### src/rtl/rf_wb_arbiter.sv
// Register-file write-port arbiter: the pipeline writeback has priority, and multi-cycle results
// are buffered in a FIFO that drains on idle cycles. A busy scoreboard and a starvation counter support issue stalls.
module rf_wb_arbiter #(
  parameter int FIFO_DEPTH   = 2,
  parameter int STARVE_LIMIT = 8
) (
  input  logic                            clk,
  input  logic                            rst_n,
  input  logic                            wb_valid_i,
  input  logic [4:0]                      wb_rd_i,
  input  logic [31:0]                     wb_data_i,
  input  logic                            mc_valid_i,
  output logic                            mc_ready_o,
  input  logic [4:0]                      mc_rd_i,
  input  logic [31:0]                     mc_data_i,
  input  logic                            issue_valid_i,
  output logic                            issue_ready_o,
  input  logic [4:0]                      issue_rd_i,
  input  logic [4:0]                      chk_rs1_i,
  input  logic [4:0]                      chk_rs2_i,
  input  logic [4:0]                      chk_rd_i,
  output logic                            busy_hit_o,
  output logic                            stall_req_o,
  output logic                            rf_wen_o,
  output logic [4:0]                      rf_waddr_o,
  output logic [31:0]                     rf_wdata_o,
  output logic [$clog2(FIFO_DEPTH):0]     fifo_count_o
);

  localparam int AW = $clog2(FIFO_DEPTH);
  localparam int CW = AW + 1;

  logic [4:0]    rd_mem_q   [FIFO_DEPTH];
  logic [31:0]   data_mem_q [FIFO_DEPTH];
  logic [AW-1:0] wr_ptr_q, wr_ptr_d, rd_ptr_q, rd_ptr_d;
  logic [CW-1:0] count_q, count_d;
  logic [31:0]   busy_q, busy_d;
  logic [7:0]    cnt_q, cnt_d;
  logic          stall_q, stall_d;
  logic          wb_win_s, pop_s, push_s, issue_hs_s;
  logic [4:0]    head_rd_s;

  assign head_rd_s    = rd_mem_q[rd_ptr_q];
  assign fifo_count_o = count_q;
  assign stall_req_o  = stall_q;

  // Handshakes, write-port mux and scoreboard lookups; all come from registered state and current inputs.
  always_comb begin
    wb_win_s      = wb_valid_i && (wb_rd_i != 5'd0);
    pop_s         = !wb_win_s && (count_q != {CW{1'b0}});
    mc_ready_o    = (count_q != CW'(FIFO_DEPTH));
    push_s        = mc_valid_i && mc_ready_o && (mc_rd_i != 5'd0);
    issue_ready_o = !busy_q[issue_rd_i] || (issue_rd_i == 5'd0);
    issue_hs_s    = issue_valid_i && issue_ready_o && (issue_rd_i != 5'd0);
    busy_hit_o    = ((chk_rs1_i != 5'd0) && busy_q[chk_rs1_i]) ||
                    ((chk_rs2_i != 5'd0) && busy_q[chk_rs2_i]) ||
                    ((chk_rd_i  != 5'd0) && busy_q[chk_rd_i]);
    if (wb_win_s) begin
      rf_wen_o   = 1'b1;
      rf_waddr_o = wb_rd_i;
      rf_wdata_o = wb_data_i;
    end else if (pop_s) begin
      rf_wen_o   = 1'b1;
      rf_waddr_o = head_rd_s;
      rf_wdata_o = data_mem_q[rd_ptr_q];
    end else begin
      rf_wen_o   = 1'b0;
      rf_waddr_o = 5'd0;
      rf_wdata_o = 32'd0;
    end
  end

  // Next-state for FIFO pointers, scoreboard and starvation tracking.
  always_comb begin
    wr_ptr_d = push_s ? wr_ptr_q + AW'(1) : wr_ptr_q;
    rd_ptr_d = pop_s  ? rd_ptr_q + AW'(1) : rd_ptr_q;
    count_d  = count_q + CW'(push_s) - CW'(pop_s);
    busy_d   = busy_q;
    if (pop_s) begin
      busy_d[head_rd_s] = 1'b0;
    end else begin
      busy_d = busy_d;
    end
    // An issue wins over a same-cycle pop of the same rd; that only happens on a protocol violation.
    if (issue_hs_s) begin
      busy_d[issue_rd_i] = 1'b1;
    end else begin
      busy_d = busy_d;
    end
    busy_d[0] = 1'b0;
    if ((count_q == {CW{1'b0}}) || pop_s) begin
      cnt_d = 8'd0;
    end else if (cnt_q != 8'hFF) begin
      cnt_d = cnt_q + 8'd1;
    end else begin
      cnt_d = cnt_q;
    end
    stall_d = (cnt_d >= 8'(STARVE_LIMIT));
  end

  // State registers; reset drops buffered results and busy bits.
  always_ff @(posedge clk or negedge rst_n) begin
    if (!rst_n) begin
      for (int i = 0; i < FIFO_DEPTH; i++) begin
        rd_mem_q[i]   <= 5'd0;
        data_mem_q[i] <= 32'd0;
      end
      wr_ptr_q <= {AW{1'b0}};
      rd_ptr_q <= {AW{1'b0}};
      count_q  <= {CW{1'b0}};
      busy_q   <= 32'd0;
      cnt_q    <= 8'd0;
      stall_q  <= 1'b0;
    end else begin
      if (push_s) begin
        rd_mem_q[wr_ptr_q]   <= mc_rd_i;
        data_mem_q[wr_ptr_q] <= mc_data_i;
      end
      wr_ptr_q <= wr_ptr_d;
      rd_ptr_q <= rd_ptr_d;
      count_q  <= count_d;
      busy_q   <= busy_d;
      cnt_q    <= cnt_d;
      stall_q  <= stall_d;
    end
  end

endmodule
### config.mk
export PLATFORM = sky130hd
export DESIGN_NAME = rf_wb_arbiter
export DESIGN_NICKNAME = d
export VERILOG_FILES = /design/src/rtl/rf_wb_arbiter.sv
export SDC_FILE = /design/constraint.sdc
export NUM_CORES = 1
export LEC_CHECK = 0
export BUFFER_PORTS_ARGS = -buffer_cell sky130_fd_sc_hd__buf_2
export CAP_MARGIN = 20
export CELL_PAD_IN_SITES_DETAIL_PLACEMENT = 1
export CELL_PAD_IN_SITES_GLOBAL_PLACEMENT = 2
export CORE_ASPECT_RATIO = 0.9
export CORE_UTILIZATION = 36
export DETAILED_ROUTE_END_ITERATION = 7
export GPL_ROUTABILITY_DRIVEN = 0
export GPL_TIMING_DRIVEN = 0
export PLACE_DENSITY_LB_ADDON = 0.25
export SETUP_SLACK_MARGIN = 0.4
export SLEW_MARGIN = 15
export SYNTH_ARGS = -nofsm -noshare
export SYNTH_HDL_FRONTEND = slang
export SYNTH_SLANG_ARGS = --single-unit
### constraint.sdc
create_clock -name clk -period 3.3 [get_ports clk]
set_input_delay 0.66 -clock clk [delete_from_list [all_inputs] [get_ports clk]]
set_output_delay 0.66 -clock clk [all_outputs]
set_load 0.01 [all_outputs]
==> results.sh, run 1 <==
export IMPL_vias=5790
export IMPL_grt_pass1_wl_mm=34.5
export IMPL_min_period_over_period=0.885
export IMPL_rows=47
export IMPL_cts_root_buf="clkbuf_16"
export IMPL_routed_wirelength_mm=21.8
export IMPL_path_common_cell="clkbuf_16"
export IMPL_start_util=0.370
export IMPL_crit_path_start="wb_rd_i[1]"
export IMPL_synth_net_count=702
export IMPL_required_ns=2.64
export IMPL_irDropWorstVdd_uv=494
export IMPL_clk_latency_ns=0.42
export IMPL_ys_ff_latch=118
export IMPL_critPathSlowestCell="or4_4"
export IMPL_io_pins=143
export IMPL_cts_max_path_buffers=2
export IMPL_reg2reg_from="busy_q[31]"
export IMPL_fin_crit_ns=2.92
export IMPL_clkSinkCount=118
export IMPL_ff2ff_setup_slack_ns=1.02
export IMPL_viasPerCell=5.57
export IMPL_hpwl_mm=15.4
export IMPL_rsz0062_at_grt="true"
export IMPL_clock_fmax_ghz=0.343
export IMPL_die_w_um=147
export IMPL_p_per_area_mw_per_mm2=896
export IMPL_synth_top_area_frac=0.432
export IMPL_critPathMaxFanout=6
export IMPL_worstPathArrival_ns=2.26
export IMPL_avgSynthCellArea_um2=11.4
export IMPL_nets=883
export IMPL_maxCapViolCount=0
export IMPL_post_drt_wl_per_cell_um=21.0
export IMPL_r2r_end="busy_q[9]"
export IMPL_skew_ns=0.00936
export IMPL_yosysWarningCount=0
export IMPL_fp_dieH_um=133
export IMPL_crit_type="in2out"
export IMPL_async_reset_ff_frac=1.00
export IMPL_die_area_mm2=0.0195
export IMPL_synthTopCellsByCount="dfrtp_1, mux2_1, o31ai_1"
export IMPL_synth_cells=600
export IMPL_yosysMostFrequentCell="dfrtp_1"
export IMPL_min_path_type="in2async"
export IMPL_synthFlopType="dfrtp_1"
export IMPL_utilization=0.493
export IMPL_slew_headroom=0.566
export IMPL_grt_usage=0.232
export IMPL_antenna_found_initial=1
export IMPL_first_iter_violations=241
export IMPL_cts_htree_levels=4
export IMPL_gr_total_overflow=0
export IMPL_portBuffers=137
export IMPL_n_fill_cell=2021
export IMPL_path_cells="buf_6, or4_4, o21a_4, clkbuf_16, clkbuf_16, o31ai_4, buf_2"
export IMPL_cts_tree="built"
export IMPL_grt_pass1_vias=6176
export IMPL_crit_path_end="rf_wdata_o[21]"
export IMPL_cts_clk_slew_worst_paths_ns=0.06
export IMPL_drc=0
export IMPL_worst_pin_slew_ns=0.650
export IMPL_finalHoldViolCount=0
export IMPL_cts_buffers=17
export IMPL_ys_types=55
export IMPL_slew_violations=0
export IMPL_synthTopCellsByArea="dfrtp_1, mux2_1, mux2i_1"
export IMPL_critPathCaptureType="output port"
export IMPL_leakage_uw=0.00402
export IMPL_ys_seq_area_frac=0.432
export IMPL_ctsHoldBuffers=0
export IMPL_synth_edf_count=0
export IMPL_ff2ff_path_depth=8
export IMPL_outcome="completed"
export IMPL_drive_gt1_frac=0.394
export IMPL_ant_nets=0
export IMPL_grt_max_degree=88
export IMPL_antenna_cells=0
export IMPL_slowest_delay_ns=0.56
export IMPL_total_power_uw=8160
export IMPL_setup_viol=0
export IMPL_cp_start_kind="input pin"
export IMPL_syn2layout_area_growth_pct=33.3
export IMPL_yosysTopAreaCell="dfrtp_1"
export IMPL_synth_area_mm2=0.00683
export IMPL_core_mm2=0.0185
export IMPL_drtPass1Iterations=4
[kinds of logic (layout without fill, tap and decap cells)]
family / count (synthesis) / after routing / share of synthesized area
AO/OA/AOI/OAI: 131 / 131 / 0.136
adder cells (fa/ha/maj): 3 / 3 / 0.00550
buffers and inverters: 49 / 243 / 0.0330
multiplexers: 157 / 157 / 0.288
AND/OR/NAND/NOR: 138 / 138 / 0.100
XOR/XNOR: 4 / 4 / 0.00513
flip-flops: 118 / 118 / 0.432
[per-layer routing]
metal,routed length [um],part of all wire,global-route usage,up-vias
met5,8,0.00037,0,-
met4,336,0.015,0.0693,2
met3,1070,0.049,0.0545,28
met2,10600,0.49,0.384,139
met1,9720,0.45,0.302,2978
li1,-,-,-,2643
[placed cells by master, fill, tap and decap left out, types with 5 or more instances in the layout]
cell	instances
a21oi_1	5
and3_1	6
buf_2	138
buf_4	28
buf_6	6
clkbuf_1	7
clkbuf_16	19
clkbuf_2	7
clkbuf_4	5
clkbuf_8	6
dfrtp_1	110
dfrtp_2	8
inv_1	6
mux2_1	77
mux2i_1	52
mux4_2	19
nand2_1	47
nand2_2	14
nand3_1	12
nand3b_1	5
nor2_1	14
nor2b_1	5
o21ai_1	38
o31ai_1	37
o31ai_2	15
o31ai_4	9
[critical path, delay by kind of cell]
kind / cells / cell delay (ns)
AOI/OAI and AO/OA: 2 / 0.43
buffers and inverters: 4 / 0.61
and+or+nand+nor: 1 / 0.56
[per-stage QoR]
step | area (um^2) | hold WS, ns | TNS, ns | worst slack [ns] | instances
floorplan | 6830 | 0.364 | 0 | 0.426 | 600
global placement | 7820 | 0.472 | -0.170 | -0.0308 | 982
detailed placement | 7860 | 0.481 | -0.558 | -0.0870 | 983
CTS | 8890 | 0.110 | 0 | 0.383 | 1037
global route | 9110 | 0.118 | 0 | 0.328 | 1039
finish | 9110 | 0.114 | 0 | 0.380 | 1039
[area by class of cell]
| type | count | area [um^2] | area share |
|---|---|---|---|
| flip-flops and latches | 118 | 2960 | 0.325 |
| well taps | 245 | 307 | 0.0337 |
| clock buffers | 20 | 467 | 0.0512 |
| multi-input cells | 433 | 3940 | 0.433 |
| inverters | 9 | 33.8 | 0.00371 |
| clock inverters | 12 | 140 | 0.0154 |
| repair buffers | 162 | 947 | 0.104 |
| plain buffers | 40 | 308 | 0.0338 |
[flip-flops by register name, indices dropped and copies added (netlist names)]
signal,count
data_mem_q,64
fifo_count_o,2
rd_ptr_q,1
rd_mem_q,10
wr_ptr_q,1
busy_q,31
cnt_q,8
stall_req_o,1
[timing repair]
action,4_1_cts,5_1_grt
pin swaps,17,6
cloned,2,0
resized for setup,73,50
setup buffers,20,2
setup endpoints to repair,40,40
[how the worst min path moves through the flow]
stage | startpoint | end | slack [ns]
floorplan | rst_n | busy_q[10] | 0.36
CTS | rst_n | data_mem_q[48] | 0.11
global route | rst_n | data_mem_q[48] | 0.12
global placement | data_mem_q[60] | data_mem_q[60] | 0.47
detailed placement | data_mem_q[38] | data_mem_q[38] | 0.48
finish | rst_n | data_mem_q[48] | 0.11
[report_power, final]
part | internal, uW | switching [uW]
sequential | 2150 | 589
clock | 1180 | 703
combinational | 1680 | 1860
total | 5010 | 3150
No activity file was read; power rests on OpenSTA's default activity.
==> run 2, diff against run 1 <==
--- a/config.mk
+++ b/config.mk
@@ -5,12 +5,13 @@
 export SDC_FILE = /design/constraint.sdc
 export NUM_CORES = 1
 export LEC_CHECK = 0
+export ABC_AREA = 1
 export BUFFER_PORTS_ARGS = -buffer_cell sky130_fd_sc_hd__buf_2
 export CAP_MARGIN = 20
 export CELL_PAD_IN_SITES_DETAIL_PLACEMENT = 1
 export CELL_PAD_IN_SITES_GLOBAL_PLACEMENT = 2
 export CORE_ASPECT_RATIO = 0.9
-export CORE_UTILIZATION = 36
+export CORE_UTILIZATION = 30
 export DETAILED_ROUTE_END_ITERATION = 7
 export GPL_ROUTABILITY_DRIVEN = 0
 export GPL_TIMING_DRIVEN = 0
==> results.sh, run 2 <==
export IMPL_clk_latency_ns=0.42
export IMPL_grt_pass1_wl_mm=41.4
export IMPL_top_layer="met4"
export IMPL_synthTopCellsByCount="nand2_1, dfrtp_1, inv_1"
export IMPL_drt_met1_wl_mm=13.0
export IMPL_vias=7570
export IMPL_nets=1324
export IMPL_clock_fmax_ghz=0.359
export IMPL_final_common_cell="nand2_1"
export IMPL_path_cells="buf_2, nand2_1, buf_4, o22ai_1, o21ai_1, nand2_1, nor2_4, and2_1, buf_2"
export IMPL_combPwrFrac=0.406
export IMPL_crit_type="in2out"
export IMPL_antenna_found_initial=0
export IMPL_grt_max_degree=76
export IMPL_largest_reg_flops=64
export IMPL_rows=53
export IMPL_viasPerCell=4.93
export IMPL_async_reset_ff_frac=1.00
export IMPL_power_internal_uw=4350
export IMPL_rsz0062_at_grt="false"
export IMPL_slew_headroom=0.498
export IMPL_final_cells=1536
export IMPL_die_w_um=165
export IMPL_critPathCaptureType="output port"
export IMPL_slowest_delay_ns=0.24
export IMPL_core_mm2=0.0235
export IMPL_syn2layout_area_growth_pct=24.8
export IMPL_drive_gt1_frac=0.191
export IMPL_met3_length_um=857
export IMPL_synth_edf_count=0
export IMPL_cts_buffers=17
export IMPL_die_area_mm2=0.0246
export IMPL_drc=4
export IMPL_post_drt_wl_per_cell_um=17.1
export IMPL_violations="DRC"
export IMPL_drtPass1Iterations=8
export IMPL_dp_cells=1503
export IMPL_yosysTopAreaCell="dfrtp_1"
export IMPL_cts_max_path_buffers=2
export IMPL_skew_ns=0.0134
export IMPL_cp_start_kind="input pin"
export IMPL_slew_violations=0
export IMPL_top_regs="data_mem_q (64), busy_q (31), rd_mem_q (10)"
export IMPL_synth_area_mm2=0.00719
export IMPL_ys_types=34
export IMPL_critPathSlowestCell="buf_4"
export IMPL_p_sw_uw=3270
export IMPL_utilization=0.382
export IMPL_power_frac_clock=0.254
export IMPL_fp_dieH_um=149
export IMPL_finalHoldViolCount=0
export IMPL_grt_pass1_vias=7582
export IMPL_fin_crit_ns=2.79
export IMPL_min_period_over_period=0.845
export IMPL_yosysWarningCount=0
export IMPL_ys_ff_latch=118
export IMPL_start_util=0.306
export IMPL_crit_path_start="issue_rd_i[1]"
export IMPL_top_register="data_mem_q"
export IMPL_synth_cells=1060
export IMPL_critPathMaxFanout=10
export IMPL_outcome="complete, but fails checks"
export IMPL_gr_total_overflow=0
export IMPL_io_pins=143
export IMPL_leakage_uw=0.00480
export IMPL_synth_net_count=1162
export IMPL_cts_clk_slew_worst_paths_ns=0.05
export IMPL_route_met2_wl_mm=12.2
export IMPL_worst_pin_slew_ns=0.752
export IMPL_cts_root_buf="clkbuf_16"
export IMPL_irDropWorstVdd_uv=409
export IMPL_first_iter_violations=506
export IMPL_synthTopCellsByArea="dfrtp_1, nand2_1, inv_1"
export IMPL_hpwl_mm=19.8
export IMPL_final_cell_mix="nand2_1, buf_2, dfrtp_1, inv_1, o21ai_0"
export IMPL_p_per_area_mw_per_mm2=849
export IMPL_synth_top_area_frac=0.411
export IMPL_pwr_share_seq=0.340
export IMPL_avgSynthCellArea_um2=6.79
export IMPL_worstPathArrival_ns=2.13
export IMPL_antenna_cells=0
export IMPL_min_path_type="in2async"
export IMPL_reg2reg_from="rd_ptr_q"
export IMPL_setup_viol=0
export IMPL_synthFlopType="dfrtp_1"
export IMPL_clkSinkCount=118
export IMPL_ant_nets=0
export IMPL_cts_htree_levels=4
export IMPL_portBuffers=140
export IMPL_p_sw_frac=0.430
export IMPL_grt_usage=0.221
export IMPL_ys_seq_area_frac=0.411
export IMPL_required_ns=2.64
export IMPL_yosysMostFrequentCell="nand2_1"
export IMPL_routed_wirelength_mm=26.3
export IMPL_maxCapViolCount=0
export IMPL_cts_tree="built"
-- run 2: cell types whose count changed in the layout (fill, tap and decap cells not counted), moves of 52 or more --
cell,change
inv_1,+104
mux2_1,-77
mux2i_1,-52
nand2_1,+305
nand3_1,+54
o21ai_0,+76
-- run 2: power groups by stage --
stage          Combinational (uW)  Sequential, uW  Clock (uW)
2_1_floorplan                2050            2420           0
3_3_place_gp                 3010            2580           0
3_5_place_dp                 3080            2600           0
4_1_cts                      3110            2590        1950
5_1_grt                      3500            2670        2030
6_report                     3090            2590        1940
-- run 2: final cells by class --
type	instances	area, um^2
clock inverters	14	176
well taps	302	378
repair buffers	143	749
multi-input cells	767	3560
fillers	3088	14500
inverters	125	474
flip-flops and latches	118	2950
clock buffers	17	425
plain buffers	50	258
-- run 2: path summary, 6_finish.rpt --
kind | to | slack, ns | depth (start not counted)
setup / recovery | issue_ready_o | 0.51 | 9
hold / removal | cnt_q[6] | 0.29 | 1
setup reg to reg | busy_q[2] | 1.11 | 5
hold reg to reg | rd_mem_q[1] | 0.48 | 2
max in group asynchronous | data_mem_q[61] | 2.32 | 2
min in group clk | rd_mem_q[1] | 0.48 | 2
-- run 2: metal layers --
layer  vias up  global-route usage
met5         -                   0
met4         0              0.0408
met3        13              0.0339
met2       142               0.353
met1      3657               0.314
li1       3758                   -
-- run 2: logic make-up (layout without fill, tap and decap cells) --
group                    Yosys count  after routing  share of synthesized area
AND/OR/NAND/NOR                  546            546                      0.317
AO/OA/AOI/OAI                    215            215                      0.165
buffers and inverters            175            349                     0.0981
flip-flops                       118            118                      0.411
adder cells (fa/ha/maj)            3              3                    0.00522
XOR/XNOR                           3              3                    0.00365
-- run 2: critical path: cells and delay by family --
family / cells / cell delay [ns]
simple gates: 4 / 0.63
buf+inv: 3 / 0.51
compound gates: 2 / 0.31
-- run 2: timing repair --
item                                    CTS  global route
gates resized for setup                  10            17
buffers inserted                          0             2
pin swaps                                 0             1
endpoints found under the setup margin   32            21
hold buffers                              0             0
cloned                                    0             0
endpoints found under the hold margin     0             0
-- run 2: metrics by stage --
stage / cell area (um^2) / TNS, ns / setup slack [ns] / hold WS, ns / power, uW
final: 8980 / 0 / 0.512 / 0.290 / 7620
after detailed placement: 8310 / 0 / 0.0885 / 0.469 / 5680
after global routing: 8980 / 0 / 0.410 / 0.349 / 8200
after global placement: 8270 / -13.02 / -0.125 / 0.458 / 5590
after floorplan: 7190 / 0 / 0.939 / 0.364 / 4470
after CTS: 8930 / 0 / 0.403 / 0.321 / 7650
